===== src/rtl/snes_pad_pkg.sv =====
// Shared constants and types for the SNES joypad serializer.
// Button order matches the order the SNES shifts them out.
package snes_pad_pkg;

    localparam int FRAME_BITS = 16;
    localparam int BTN_W      = 12;
    localparam int NLANES     = 4;

    localparam int BTN_B      = 0;
    localparam int BTN_Y      = 1;
    localparam int BTN_SELECT = 2;
    localparam int BTN_START  = 3;
    localparam int BTN_UP     = 4;
    localparam int BTN_DN     = 5;
    localparam int BTN_LT     = 6;
    localparam int BTN_RT     = 7;
    localparam int BTN_A      = 8;
    localparam int BTN_X      = 9;
    localparam int BTN_L      = 10;
    localparam int BTN_R      = 11;

    typedef logic [BTN_W-1:0]      btn_t;
    typedef logic [FRAME_BITS-1:0] frame_t;

    // Upper four bits carry the standard-pad ID, which is all zeros.
    function automatic frame_t frame_of(input btn_t b);
        return {{(FRAME_BITS-BTN_W){1'b0}}, b};
    endfunction

endpackage


===== src/rtl/snes_pad_lane.sv =====
// One joypad data lane: 16-bit frame register with 1-fill on shift.
// Load has priority over shift.
module snes_pad_lane
    import snes_pad_pkg::*;
(
    input  logic clk,
    input  logic resetn,
    input  logic load,
    input  logic shift,
    input  btn_t eff,
    output logic bit0
);

    frame_t r_frame;

    always_ff @(posedge clk) begin
        if (!resetn) begin
            r_frame <= '0;
        end else if (load) begin
            r_frame <= frame_of(eff);
        end else if (shift) begin
            r_frame <= {1'b1, r_frame[FRAME_BITS-1:1]};
        end
    end

    assign bit0 = r_frame[0];

endmodule


===== src/rtl/snes_pad_serializer.sv =====
// Multi-pad SNES joypad serializer with multitap lane muxing,
// per-button turbo, 1-fill after the frame and poll/frame pulses.
module snes_pad_serializer
    import snes_pad_pkg::*;
#(
    parameter int NPADS       = 2,
    parameter int TURBO_DIV   = 180_000,
    parameter int SYNC_STAGES = 0
) (
    input  logic                   clk,
    input  logic                   resetn,
    input  logic                   multitap_en,
    input  logic [NPADS*BTN_W-1:0] pad_buttons,
    input  logic [NPADS*BTN_W-1:0] turbo_mask,
    input  logic                   joy_strb,
    input  logic                   joy_clk,
    input  logic                   joy_iosel,
    output logic [1:0]             joy_di,
    output logic                   poll_pulse,
    output logic                   frame_done
);

    localparam int TW = (TURBO_DIV > 1) ? $clog2(TURBO_DIV) : 1;

    logic w_strb;
    logic w_clk;
    logic w_iosel;

    generate
        if (SYNC_STAGES == 2) begin : g_sync
            logic [2:0] r_s1;
            logic [2:0] r_s2;
            always_ff @(posedge clk) begin
                if (!resetn) begin
                    r_s1 <= 3'b110;
                    r_s2 <= 3'b110;
                end else begin
                    r_s1 <= {joy_clk, joy_iosel, joy_strb};
                    r_s2 <= r_s1;
                end
            end
            assign {w_clk, w_iosel, w_strb} = r_s2;
        end else begin : g_nosync
            assign {w_clk, w_iosel, w_strb} = {joy_clk, joy_iosel, joy_strb};
        end
    endgenerate

    logic          r_clk_q;
    logic          r_strb_q;
    logic          r_hold;
    logic          r_mtap;
    logic          r_phase;
    logic [TW-1:0] r_tcnt;
    logic [4:0]    r_bit_cnt;
    logic          r_poll;
    logic          r_done;

    logic w_load;
    logic w_shift;

    assign w_load  = w_strb;
    assign w_shift = r_clk_q & ~w_clk & ~w_strb;

    always_ff @(posedge clk) begin
        if (!resetn) begin
            r_clk_q   <= 1'b1;
            r_strb_q  <= 1'b0;
            r_hold    <= 1'b1;
            r_mtap    <= 1'b0;
            r_phase   <= 1'b0;
            r_tcnt    <= '0;
            r_bit_cnt <= '0;
            r_poll    <= 1'b0;
            r_done    <= 1'b0;
        end else begin
            r_clk_q  <= w_clk;
            r_strb_q <= w_strb;
            r_hold   <= 1'b0;
            r_mtap   <= multitap_en;
            r_poll   <= r_strb_q & ~w_strb;
            r_done   <= 1'b0;
            if (r_tcnt == TW'(TURBO_DIV - 1)) begin
                r_tcnt  <= '0;
                r_phase <= ~r_phase;
            end else begin
                r_tcnt <= r_tcnt + 1'b1;
            end
            if (w_load) begin
                r_bit_cnt <= '0;
            end else if (w_shift && r_bit_cnt != 5'd16) begin
                r_bit_cnt <= r_bit_cnt + 5'd1;
                r_done    <= (r_bit_cnt == 5'd15);
            end
        end
    end

    btn_t       w_eff [NLANES];
    logic [3:0] w_bit;

    // Pads beyond NPADS are tied to released.
    generate
        for (genvar p = 0; p < NLANES; p++) begin : g_lane
            if (p < NPADS) begin : g_used
                assign w_eff[p] = pad_buttons[p*BTN_W +: BTN_W]
                                & ~(turbo_mask[p*BTN_W +: BTN_W]
                                    & {BTN_W{r_phase}});
            end else begin : g_unused
                assign w_eff[p] = '0;
            end
            snes_pad_lane u_lane (
                .clk    (clk),
                .resetn (resetn),
                .load   (w_load),
                .shift  (w_shift),
                .eff    (w_eff[p]),
                .bit0   (w_bit[p])
            );
        end
    endgenerate

    logic [1:0] w_di;

    always_comb begin
        w_di = 2'b11;
        if (!resetn || r_hold) begin
            w_di = 2'b11;
        end else begin
            if (!r_mtap) begin
                w_di = {1'b1, ~w_bit[0]};
            end else if (w_iosel) begin
                w_di = {~w_bit[1], ~w_bit[0]};
            end else begin
                w_di = {~w_bit[3], ~w_bit[2]};
            end
            // Multitap signature: D1 reads as 1 while strobed.
            if (r_mtap && w_strb) begin
                w_di[1] = 1'b0;
            end
        end
    end

    assign joy_di     = w_di;
    assign poll_pulse = r_poll;
    assign frame_done = r_done;

endmodule


===== config.mk =====
export PLATFORM = sky130hd
export DESIGN_NAME = snes_pad_serializer
export DESIGN_NICKNAME = d
export VERILOG_FILES = /design/src/rtl/snes_pad_pkg.sv /design/src/rtl/snes_pad_lane.sv /design/src/rtl/snes_pad_serializer.sv
export SDC_FILE = /design/constraint.sdc
export NUM_CORES = 1
export LEC_CHECK = 0
export ABC_AREA = 1
export ABC_CLOCK_PERIOD_IN_PS = 3600
export BUFFER_PORTS_ARGS = -buffer_cell sky130_fd_sc_hd__buf_2
export CORE_MARGIN = 2
export CORE_UTILIZATION = 60
export CTS_BUF_LIST = sky130_fd_sc_hd__clkbuf_4
export CTS_CLUSTER_DIAMETER = 40
export DETAILED_ROUTE_END_ITERATION = 12
export PLACE_DENSITY = 0.92
export SLEW_MARGIN = 30
export SYNTH_ARGS = -nofsm -noshare
export SYNTH_HDL_FRONTEND = slang
export SYNTH_SLANG_ARGS = --single-unit

===== constraint.sdc =====
create_clock -name clk -period 3.6 [get_ports clk]
set_input_delay 0.72 -clock clk [delete_from_list [all_inputs] [get_ports clk]]
set_output_delay 0.72 -clock clk [all_outputs]
set_load 0.02 [all_outputs]

==> Word-level counts from Yosys, hierarchy flattened <==
Cells that the tools add are included.
{ "word_totals": {"out_inout_bits": 4, "regBits": 94} }
{ "classes": {"mux": 9, "n_reduce_logical": 8, "eq_ne": 3, "add_sub_neg": 2, "n_bitwise": 18} }
{ "op_table": {"columns": ["cell", "n"], "rows": [
  ["12-bit bitwise AND", 4],
  ["12-bit 2-to-1 mux", 4],
  ["12-bit NOT", 2],
  ["18-bit by 1-bit adder with 18-bit output, second input constant", 1],
  ["18-bit equality test, second input constant", 1],
  ["1-bit NOT", 9],
  ["2-bit 2-to-1 mux", 3],
  ["5-bit by 1-bit adder with 5-bit output, second input constant", 1],
  ["5-bit by 4-bit equality test with 1-bit output, second input constant", 1],
  ["5-bit != test, second input constant", 1],
  ["2-bit OR reduction", 2],
  ["1-bit bitwise AND", 3],
  ["3-bit OR reduction", 1],
  ["1-bit logical AND", 2],
  ["1-bit 2-to-1 mux", 2],
  ["2-bit nonzero test", 1],
  ["1-bit zero test", 1],
  ["1-bit logical OR", 1]
]} }

==> Logic depth before layout (Yosys ltp) <==
Gate-level depths: netlist (run 1).
{ "logic_depth": {"ltp_word": 6, "depth_mapped": 10, "depth_no_buf": 10} }

==> Cells and area by module <==
A second synthesis (run 1) with hierarchy kept.
{ "unflattened": {"hier_cells": 702, "area_unflattened_um2": 4674.5} }
{ "modules_own_cells": {"columns": ["module", "area_each_um2", "instances", "cells_per_inst"], "rows": [
  ["snes_pad_lane", 763.2, 4, 118],
  ["snes_pad_serializer", 1621.6, 1, 230]
]} }

==> Worst setup path before layout (run 1) <==
OpenSTA, ideal clock, no wires.
{ "synth_path": {"kind": "input-to-output", "start": "in joy_strb", "end": "out joy_di[1]", "stages": 3, "setup_slack_ns": 1.415, "arrival_ns": 1.465, "required_ns": 2.880, "n_path_buf": 2, "path_cell_list": "buf_4 > buf_2 > o2111ai_1"} }
{ "synth_via": {"elab_chain_len": 3} }
{ "synth_lines": {"columns": ["item", "line_no", "text"], "rows": [
  ["from (decl)", "snes_pad_serializer.sv:15", "input logic joy_strb,"],
  ["1-bit logical AND", "snes_pad_serializer.sv:136", "if (r_mtap && w_strb) begin"],
  ["1-bit 2-to-1 mux", "snes_pad_serializer.sv:136", null],
  ["2-bit 2-to-1 mux", "snes_pad_serializer.sv:125", "if (!resetn || r_hold) begin"],
  ["to (decl)", "snes_pad_serializer.sv:18", "output logic [1:0] joy_di,"]
]} }
Every way passes these cells.

==> Worst setup path after layout (run 1) <==
Same ends and word-level chain as after synthesis.

==> results of run 1 <==
## power by group through the flow
stage / combinational [mW] / clock, mW / sequential, mW
CTS: 0.129 / 0.633 / 0.817
finish: 0.128 / 0.620 / 0.817
detailed placement: 0.127 / 0 / 0.834
global placement: 0.122 / 0 / 0.833
global route: 0.146 / 0.662 / 0.820
floorplan: 0.0860 / 0 / 0.831
## cell usage after synthesis
cell type,n
or2_0,2
clkbuf_2,1
nand2_1,142
clkbuf_1,1
buf_4,3
nand3_1,60
nor2_4,2
nand2_4,1
or2_2,1
o21ai_0,21
buf_2,12
inv_2,3
o21bai_1,1
inv_1,54
nand3_2,1
dfxtp_1,70
ha_1,4
xnor2_1,3
nor3_4,1
and2_1,1
nand2_2,5
nand4_1,2
buf_6,1
nor2_1,62
nand3b_1,1
xor2_1,3
nor2_2,1
o31ai_1,1
a21oi_1,14
o2111ai_1,1
nor3_1,1
o211ai_1,1
## area by class of cell
cell class / instances / area, um^2 / area share [%]
multi-input combinational: 332 / 1530 / 41.2
sequential: 70 / 1400 / 37.9
timing repair buffer: 58 / 293 / 7.91
inverter: 57 / 214 / 5.78
clock inverter: 7 / 113 / 3.04
tap: 70 / 87.6 / 2.37
clock buffer: 9 / 67.6 / 1.83
## routing by layer
layer,share of wire [%],routed length (um)
met1,42,2870
met2,52,3550
met3,4.5,305
met4,1.1,74
met5,0,0
## stage by stage
step           setup WS (ns)  util, %  hold slack (ns)  cell area [um^2]  power (mW)
5_1_grt                 1.25     71.6            0.415              3700        1.63
3_3_place_gp            1.29     68.0            0.400              3520       0.955
6_report                1.32     71.6            0.406              3700        1.57
2_1_floorplan           1.41        -            0.394              3240       0.917
3_5_place_dp            1.19     68.0            0.404              3520       0.961
4_1_cts                 1.33     71.5            0.405              3700        1.58
## worst min-delay path, stage by stage (launching register included)
cell and delay, ns:
dfxtp_1 0.31, inv_1 0.04, nor2_1 0.03
## kinds of logic after synthesis
| group | Yosys count | synth area share, % |
|---|---|---|
| AOI/OAI and AO/OA | 39 | 6.37 |
| xor gates and xnor gates | 6 | 1.62 |
| adders and majority gates | 4 | 1.54 |
| buffers and inverters | 75 | 9.77 |
| DFF | 70 | 43.2 |
| and+or+nand+nor | 283 | 37.5 |
## path summary, 6_finish.rpt
kind / from / to / slack [ns] / depth (start not counted)
setup / recovery: joy_strb / joy_di[1] / 1.32 / 3
hold / removal: r_strb_q / poll_pulse / 0.41 / 2
setup reg to reg: r_clk_q / g_lane[3].u_lane.r_frame[0] / 1.86 / 5
hold reg to reg: r_strb_q / poll_pulse / 0.41 / 2
## cells in the final DEF, fill, tap and decap left out, types with 3 or more instances in the layout
cell,n
nand2_2,5
ha_1,4
buf_2,57
inv_2,3
nor2_1,61
nand3_1,60
xnor2_1,3
nand2_1,142
dfxtp_1,70
a21oi_1,14
clkbuf_4,9
bufinv_16,3
inv_1,54
o21ai_0,21
xor2_1,3
==> metrics, run 1 <==
routed via count 3005; CTS H-tree depth 3; clock buffer depth 2; Synth top area share 43.2%; total negative slack 0 ns; Starting Density 62.7%; drt initial violations 130; clock root buffer master clkbuf_4; first-pass GRT wire length 11600 um; die boundary width 77.5 um; global-route usage over all layers 23.7%; Mapped Avg Cell Area 6.79 um^2; final hold viol count 0; main area contributors after synthesis dfxtp_1, nand2_1, nand3_1; Sequential Power Share 52.2%; worst hold path type flip-flop to flip-flop; buffers and inverters on the worst path 2; GR Overflow Total 0; number of global-route vias before repair 2800; Largest Register g_lane.u_lane.r_frame; Syn Std Cell Area 3240 um^2; Critical Path AT 1.56 ns; internal power 1.20 mW; max-slew violation count 0; Die Area 6000 um^2; TritonCTS clock tree built; layout cells sized above 1 16.7%; Worst Setup Path Type input port to primary output; combinational share of power 8.2%; Startpoint Class input port; Routed wire per std cell 11.3 um; post-synthesis cell count 477; Worst Setup End Kind primary output; RSZ-0062 raised after global routing false; sequential cell area fraction in the yosys report 43.2%; CTS buffer count 9; Most common cell on crit path buf_2; max-cap violations 0; Nets 586; Detail Placement HPWL 4710 um; Synth warnings 0; Layout Skew 0.0128 ns; count of cell types in the netlist 32; max FFs per register 40; Clk pwr share 39.6%; Net Sw Power 0.363 mW; post-cts hold buffer count 0; largest net degree at the start of global routing 36; critical-path cell list buf_2, o2111ai_1, buf_2; Core Area 5170 um^2; Area Overhead vs Synth 14.2%; vias per std cell 4.98; CP Max Fanout 29; PortBufs 57; Max VDD drop 416 uV; met3 Usage GRT 7.44%; post-route ant nets 0; Largest regs g_lane.u_lane.r_frame: 40 flops, r_tcnt: 18 flops, r_bit_cnt: 5 flops; setup repair bufs after CTS 0; DRC viols 0; PD cells 423 nW/um^2; final period utilization 63.5%; sw frac 23.2%; Req. time, crit path 2.88 ns; CP peak stage delay 0.45 ns; status finished, final reports clean; FF+latch count, synth 70; number of cell rows 26; drt first pass iters 4; Slew headroom 44.3%; met2 Usage GRT 43.3%; CTS clk-pin slew, worst paths 0.12 ns; clk sinks 70; Die Y 77.5 um; # resized after CTS 0; delay-heaviest family, CP buffers and inverters; final wirelength 6790 um; initial antenna violation count 0; largest area contributor in the synthesized netlist dfxtp_1; met1 GRT Util 26.2%; ANT cells 0; Filler cells 414; grt peak-use layer met2; Non-Filler Instances 603; Final GP Congestion 0.824; clk_lat worst skew 0.41 ns; IO Pins 58; dpl cells 587; maximum clock rate 438 MHz; setup violators final 0; Leak 1.79 nW; Crit-path slowest cell buf_2; syn nets 535; min Tclk post-route 2.28 ns; worst slew pin tran 0.834 ns
Note: power is estimated with default switching activity, not from simulation.
==> inputs of run 2 (changes only) <==
Settings changed: ABC_CLOCK_PERIOD_IN_PS 3600 to 2400, CORE_UTILIZATION 60 to 58, PLACE_DENSITY 0.92 to 0.89.
Clock period 3.6 ns to 2.4 ns, I/O delays scaled along.
==> metrics, run 2 (same netlist as run 1, synthesis figures left out) <==
TritonCTS clock tree built; post-cts hold buffer count 0 (unchanged); vias per std cell 5.04 (+1.2%); clock buffer depth 2 (unchanged); maximum clock rate 556 MHz; final hold viol count 0 (unchanged); global-route usage over all layers 22.8% (-0.86 points); final instance area 3670 um^2 (-0.85%); r2r startpoint r_tcnt[0]; CP peak stage delay 0.38 ns (-0.07 ns); Worst Hold Launch multitap_en; delay-heaviest family, CP flip-flops; max-cap violations 0 (unchanged); Crit-path slowest cell dfxtp_1; CP Max Fanout 2 (-93%); Clk pwr share 33.7% (-5.9 points); Max VDD drop 374 uV (-10%); setup violators final 0 (unchanged); final period utilization 75.0%; die boundary width 78.7 um (+1.6%); Worst Setup End Kind primary output; final wirelength 6700 um (-1.4%); number of cell rows 27 (+3.8%); most frequent cells in the layout nand2_1, dfxtp_1, nor2_1, nand3_1, buf_2; buffers and inverters on the worst path 2 (unchanged); worst slew pin tran 0.843 ns (+0.00852 ns); Detail Placement HPWL 4860 um (+3.3%); drt initial violations 142 (+9.2%); PortBufs 57 (unchanged); CTS H-tree depth 3 (unchanged); Starting Density 59.6% (-3.1 points); most common cell after layout, fill and taps aside nand2_1; largest net degree at the start of global routing 31 (-14%); post-route ant nets 0 (unchanged); Routed wire per std cell 11.0 um (-2.0%); setup repair bufs after CTS 0 (unchanged); RSZ-0062 raised after global routing false; ANT cells 0 (unchanged); critical-path cell list inv_1, o31ai_1, nand3_1, buf_2; DRC viols 0 (unchanged); Layout Skew 0.0193 ns (+0.00646 ns); Core Area 5440 um^2 (+5.2%); Non-Filler Instances 607 (+0.66%); Net Sw Power 0.549 mW (+51%); Sequential Power Share 57.2% (+5.0 points); GR Overflow Total 0 (unchanged); number of global-route vias before repair 2785 (-0.54%); CTS buffer count 9 (unchanged); min Tclk post-route 1.80 ns; dpl cells 591 (+0.68%); Largest regs g_lane.u_lane.r_frame: 40 flops, r_tcnt: 18 flops, r_bit_cnt: 5 flops; # resized after CTS 0 (unchanged); IO Pins 58 (unchanged); Area after DPL 3540 um^2 (+0.50%); max-slew violation count 0 (unchanged); Slew headroom 43.7% (-0.57 points); Worst Setup Path Type flip-flop to primary output; sw frac 25.6% (+2.4 points); max FFs per register 40 (unchanged); layout cells sized above 1 16.8% (+0.12 points); Nets 588 (+0.34%); drt first pass iters 5 (+1); Startpoint Class flip-flop; clock root buffer master clkbuf_4; Final GP Congestion 0.807 (-2.1%); crit path launch r_mtap; worst hold path type input port to flip-flop; status finished, final reports clean; clk_lat worst skew 0.42 ns (about the same); Area Overhead vs Synth 13.2%; Req. time, crit path 1.92 ns (-0.96 ns); Die Area 6200 um^2 (+3.3%); internal power 1.59 mW (+33%); Critical Path AT 1.32 ns (-0.24 ns); first-pass GRT wire length 11300 um (-2.0%); clk sinks 70 (unchanged); Leak 1.77 nW (-0.88%); Die Y 78.7 um (+1.6%); PD cells 584 nW/um^2 (+38%); total negative slack 0 ns (unchanged); combinational share of power 9.1% (+0.9 points); CTS clk-pin slew, worst paths 0.11 ns (about the same); initial antenna violation count 0 (unchanged); routed via count 3062 (+1.9%); Largest Register g_lane.u_lane.r_frame
==> run 2: changes by cell type in the layout (fill, tap and decap cells not counted), sizes merged <==
cell | previous run | this run
buf | 58 | 60
bufinv | 3 | 1
clkinvlp | 0 | 1
inv | 57 | 58
==> run 2: area by class of cell <==
class,instances,area (um^2)
well taps,72,90.1
inverters,57,214
clock inverters,7,63.8
repair buffers,60,308
multi-input cells,332,1530
fillers,475,1770
flip-flops and latches,70,1400
clock buffers,9,67.6
==> run 2: worst paths after layout <==
path,end,slack [ns],cells after the start
worst min register to register,poll_pulse,0.42,2
worst max-delay path,joy_di[0],0.60,4
worst max register to register,r_tcnt[16],0.93,10
worst min-delay path,r_mtap,0.24,3
==> run 2: layer usage <==
metal	vias to the layer above	wire, um	part of all wire [%]	track usage [%]
met4	0	65	0.97	5.26
met5	-	0	0	0
li1	1589	-	-	-
met1	1404	2820	42	25.6
met3	8	373	5.6	7.16
met2	61	3440	51	42.0
==> run 2: worst reg2reg max path, delay by kind of cell (launching register included) <==
kind,cells,cell delay [ns]
adders and majority gates,1,0.19
DFF,1,0.37
and+or+nand+nor,6,0.54
buffers and inverters,3,0.30
==> run 2: power by group through the flow <==
stage	Combinational, mW	Sequential (mW)	Clock (mW)
after detailed placement	0.195	1.25	0
after CTS	0.196	1.22	0.733
after global routing	0.224	1.23	0.767
final	0.195	1.23	0.723
after floorplan	0.129	1.25	0
after global placement	0.186	1.25	0
==> run 2: per-stage QoR <==
step,hold slack [ns],power [mW],setup slack [ns],utilization [%]
4_1_cts,0.236,2.15,0.588,67.4
2_1_floorplan,0.394,1.38,0.695,-
5_1_grt,0.232,2.22,0.493,67.5
3_3_place_gp,0.408,1.44,0.374,65.0
6_report,0.242,2.14,0.600,67.5
3_5_place_dp,0.422,1.45,0.317,65.0
==> inputs of run 3 (changes only) <==
Settings changed: ABC_CLOCK_PERIOD_IN_PS 2400 to 1870.
Clock period 2.4 ns to 1.87 ns, I/O delays scaled along.
==> metrics, run 3 (same netlist as run 1, synthesis figures left out) <==
status finished, final reports clean; hold depth 3 (unchanged); met1 GRT Util 24.4% (-1.2 points); max FFs per register 40 (unchanged); RSZ-0062 raised after global routing false; clock root buffer master clkbuf_4; post-route ant nets 0 (unchanged); crit path launch g_lane[3].u_lane.r_frame[0]; vias per std cell 4.97 (-1.5%); R2R cell count 10 (unchanged); TritonCTS clock tree built; Non-Filler Instances 608 (+0.16%); max-slew violation count 0 (unchanged); post-cts hold buffer count 0 (unchanged); global-route usage over all layers 22.1% (-0.67 points); Die Area 6200 um^2 (unchanged); Startpoint Class flip-flop; met3 Usage GRT 7.05% (-0.11 points); GR Overflow Total 0 (unchanged); Req. time, crit path 1.50 ns (-0.42 ns); layout cells sized above 1 17.0% (+0.16 points); setup violators final 0 (unchanged); number of cell rows 27 (unchanged); PortBufs 57 (unchanged); worst slew pin tran 0.521 ns (-0.322 ns); routed via count 3021 (-1.3%); Leak 1.78 nW (+0.24%); Slew headroom 65.2% (+21 points); Final GP Congestion 0.841 (+4.2%); met2 Usage GRT 39.9% (-2.1 points); final instance area 3650 um^2 (-0.41%); Design Power 2.58 mW (+20%); PD cells 705 nW/um^2 (+21%); CTS buffer count 9 (unchanged); first-pass GRT wire length 10900 um (-4.0%); Nets 591 (+0.51%); Placement Setup Slack 0.313 ns (-0.00434 ns); grt peak-use layer met2; Largest regs g_lane.u_lane.r_frame: 40 flops, r_tcnt: 18 flops, r_bit_cnt: 5 flops; max-cap violations 0 (unchanged); Largest Register g_lane.u_lane.r_frame; Die Y 78.7 um (unchanged); min Tclk post-route 1.67 ns; Worst Setup Path Type flip-flop to primary output; total negative slack 0 ns (unchanged); die boundary width 78.7 um (unchanged); r2r startpoint r_tcnt[0]; Routed wire per std cell 10.9 um (-1.3%); final core occ 67.2% (-0.28 points); ANT cells 0 (unchanged); CTS H-tree depth 3 (unchanged); Max VDD drop 458 uV (+23%); final period utilization 89.2%; DRC viols 0 (unchanged); Critical Path AT 1.29 ns (-0.03 ns); final worst slack 0.202 ns (-0.399 ns); clock buffer depth 2 (unchanged); most common cell after layout, fill and taps aside nand2_1; # resized after CTS 0 (unchanged); Hold Slack 0.157 ns (-0.0842 ns); worst hold path type input port to flip-flop; clk sinks 70 (unchanged); IO Pins 58 (unchanged); Starting Density 59.6% (unchanged); Area after DPL 3560 um^2 (+0.64%); maximum clock rate 599 MHz; drt initial violations 192 (+35%); CP Max Fanout 3 (+1); Layout Skew 0.0139 ns (-0.00541 ns); Worst Hold Launch multitap_en; CTS clk-pin slew, worst paths 0.11 ns (about the same); setup repair bufs after CTS 0 (unchanged); initial antenna violation count 0 (unchanged); Filler cells 456 (-4.0%); Detail Placement HPWL 4900 um (+0.85%); Core Area 5440 um^2 (unchanged); Worst Setup End Kind primary output; final wirelength 6620 um (-1.1%); clk_lat worst skew 0.40 ns (-0.02 ns); most frequent cells in the layout nand2_1, dfxtp_1, nor2_1, nand3_1, buf_2; Area Overhead vs Synth 12.8%; final hold viol count 0 (unchanged); number of global-route vias before repair 2690 (-3.4%); drt first pass iters 4 (-1); dpl cells 594 (+0.51%); largest net degree at the start of global routing 25 (-19%)
-- run 3: report_power, final --
| group | internal, mW | total (mW) | switching, mW |
|---|---|---|---|
| clock network | 0.281 | 0.751 | 0.470 |
| logic | 0.106 | 0.251 | 0.145 |
| registers | 1.54 | 1.57 | 0.0285 |
| total | 1.93 | 2.57 | 0.644 |
-- run 3: final cells by class --
type	count	area, um^2	share of cell area, %
clock inverter	3	13.8	0.377
sequential	70	1400	38.3
timing repair buffer	63	330	9.04
clock buffer	11	82.6	2.26
tap	72	90.1	2.46
multi-input combinational	332	1520	41.7
inverter	57	214	5.85
-- run 3: critical path, stage by stage (launching register included) --
cell	delay, ns
dfxtp_1	0.32
inv_1	0.09
o21ai_0	0.09
o2111ai_1	0.20
buf_2	0.20
-- run 3: path summary, 6_finish.rpt --
path	to	slack (ns)
hold reg to reg	poll_pulse	0.41
hold / removal	r_mtap	0.16
setup / recovery	joy_di[1]	0.20
setup reg to reg	r_tcnt[16]	0.37
-- run 3: metal layers --
layer / vias up / part of all wire (%)
met5: - / 0
met4: 0 / 0.95
met1: 1353 / 42
met2: 67 / 52
li1: 1591 / -
met3: 10 / 4.4
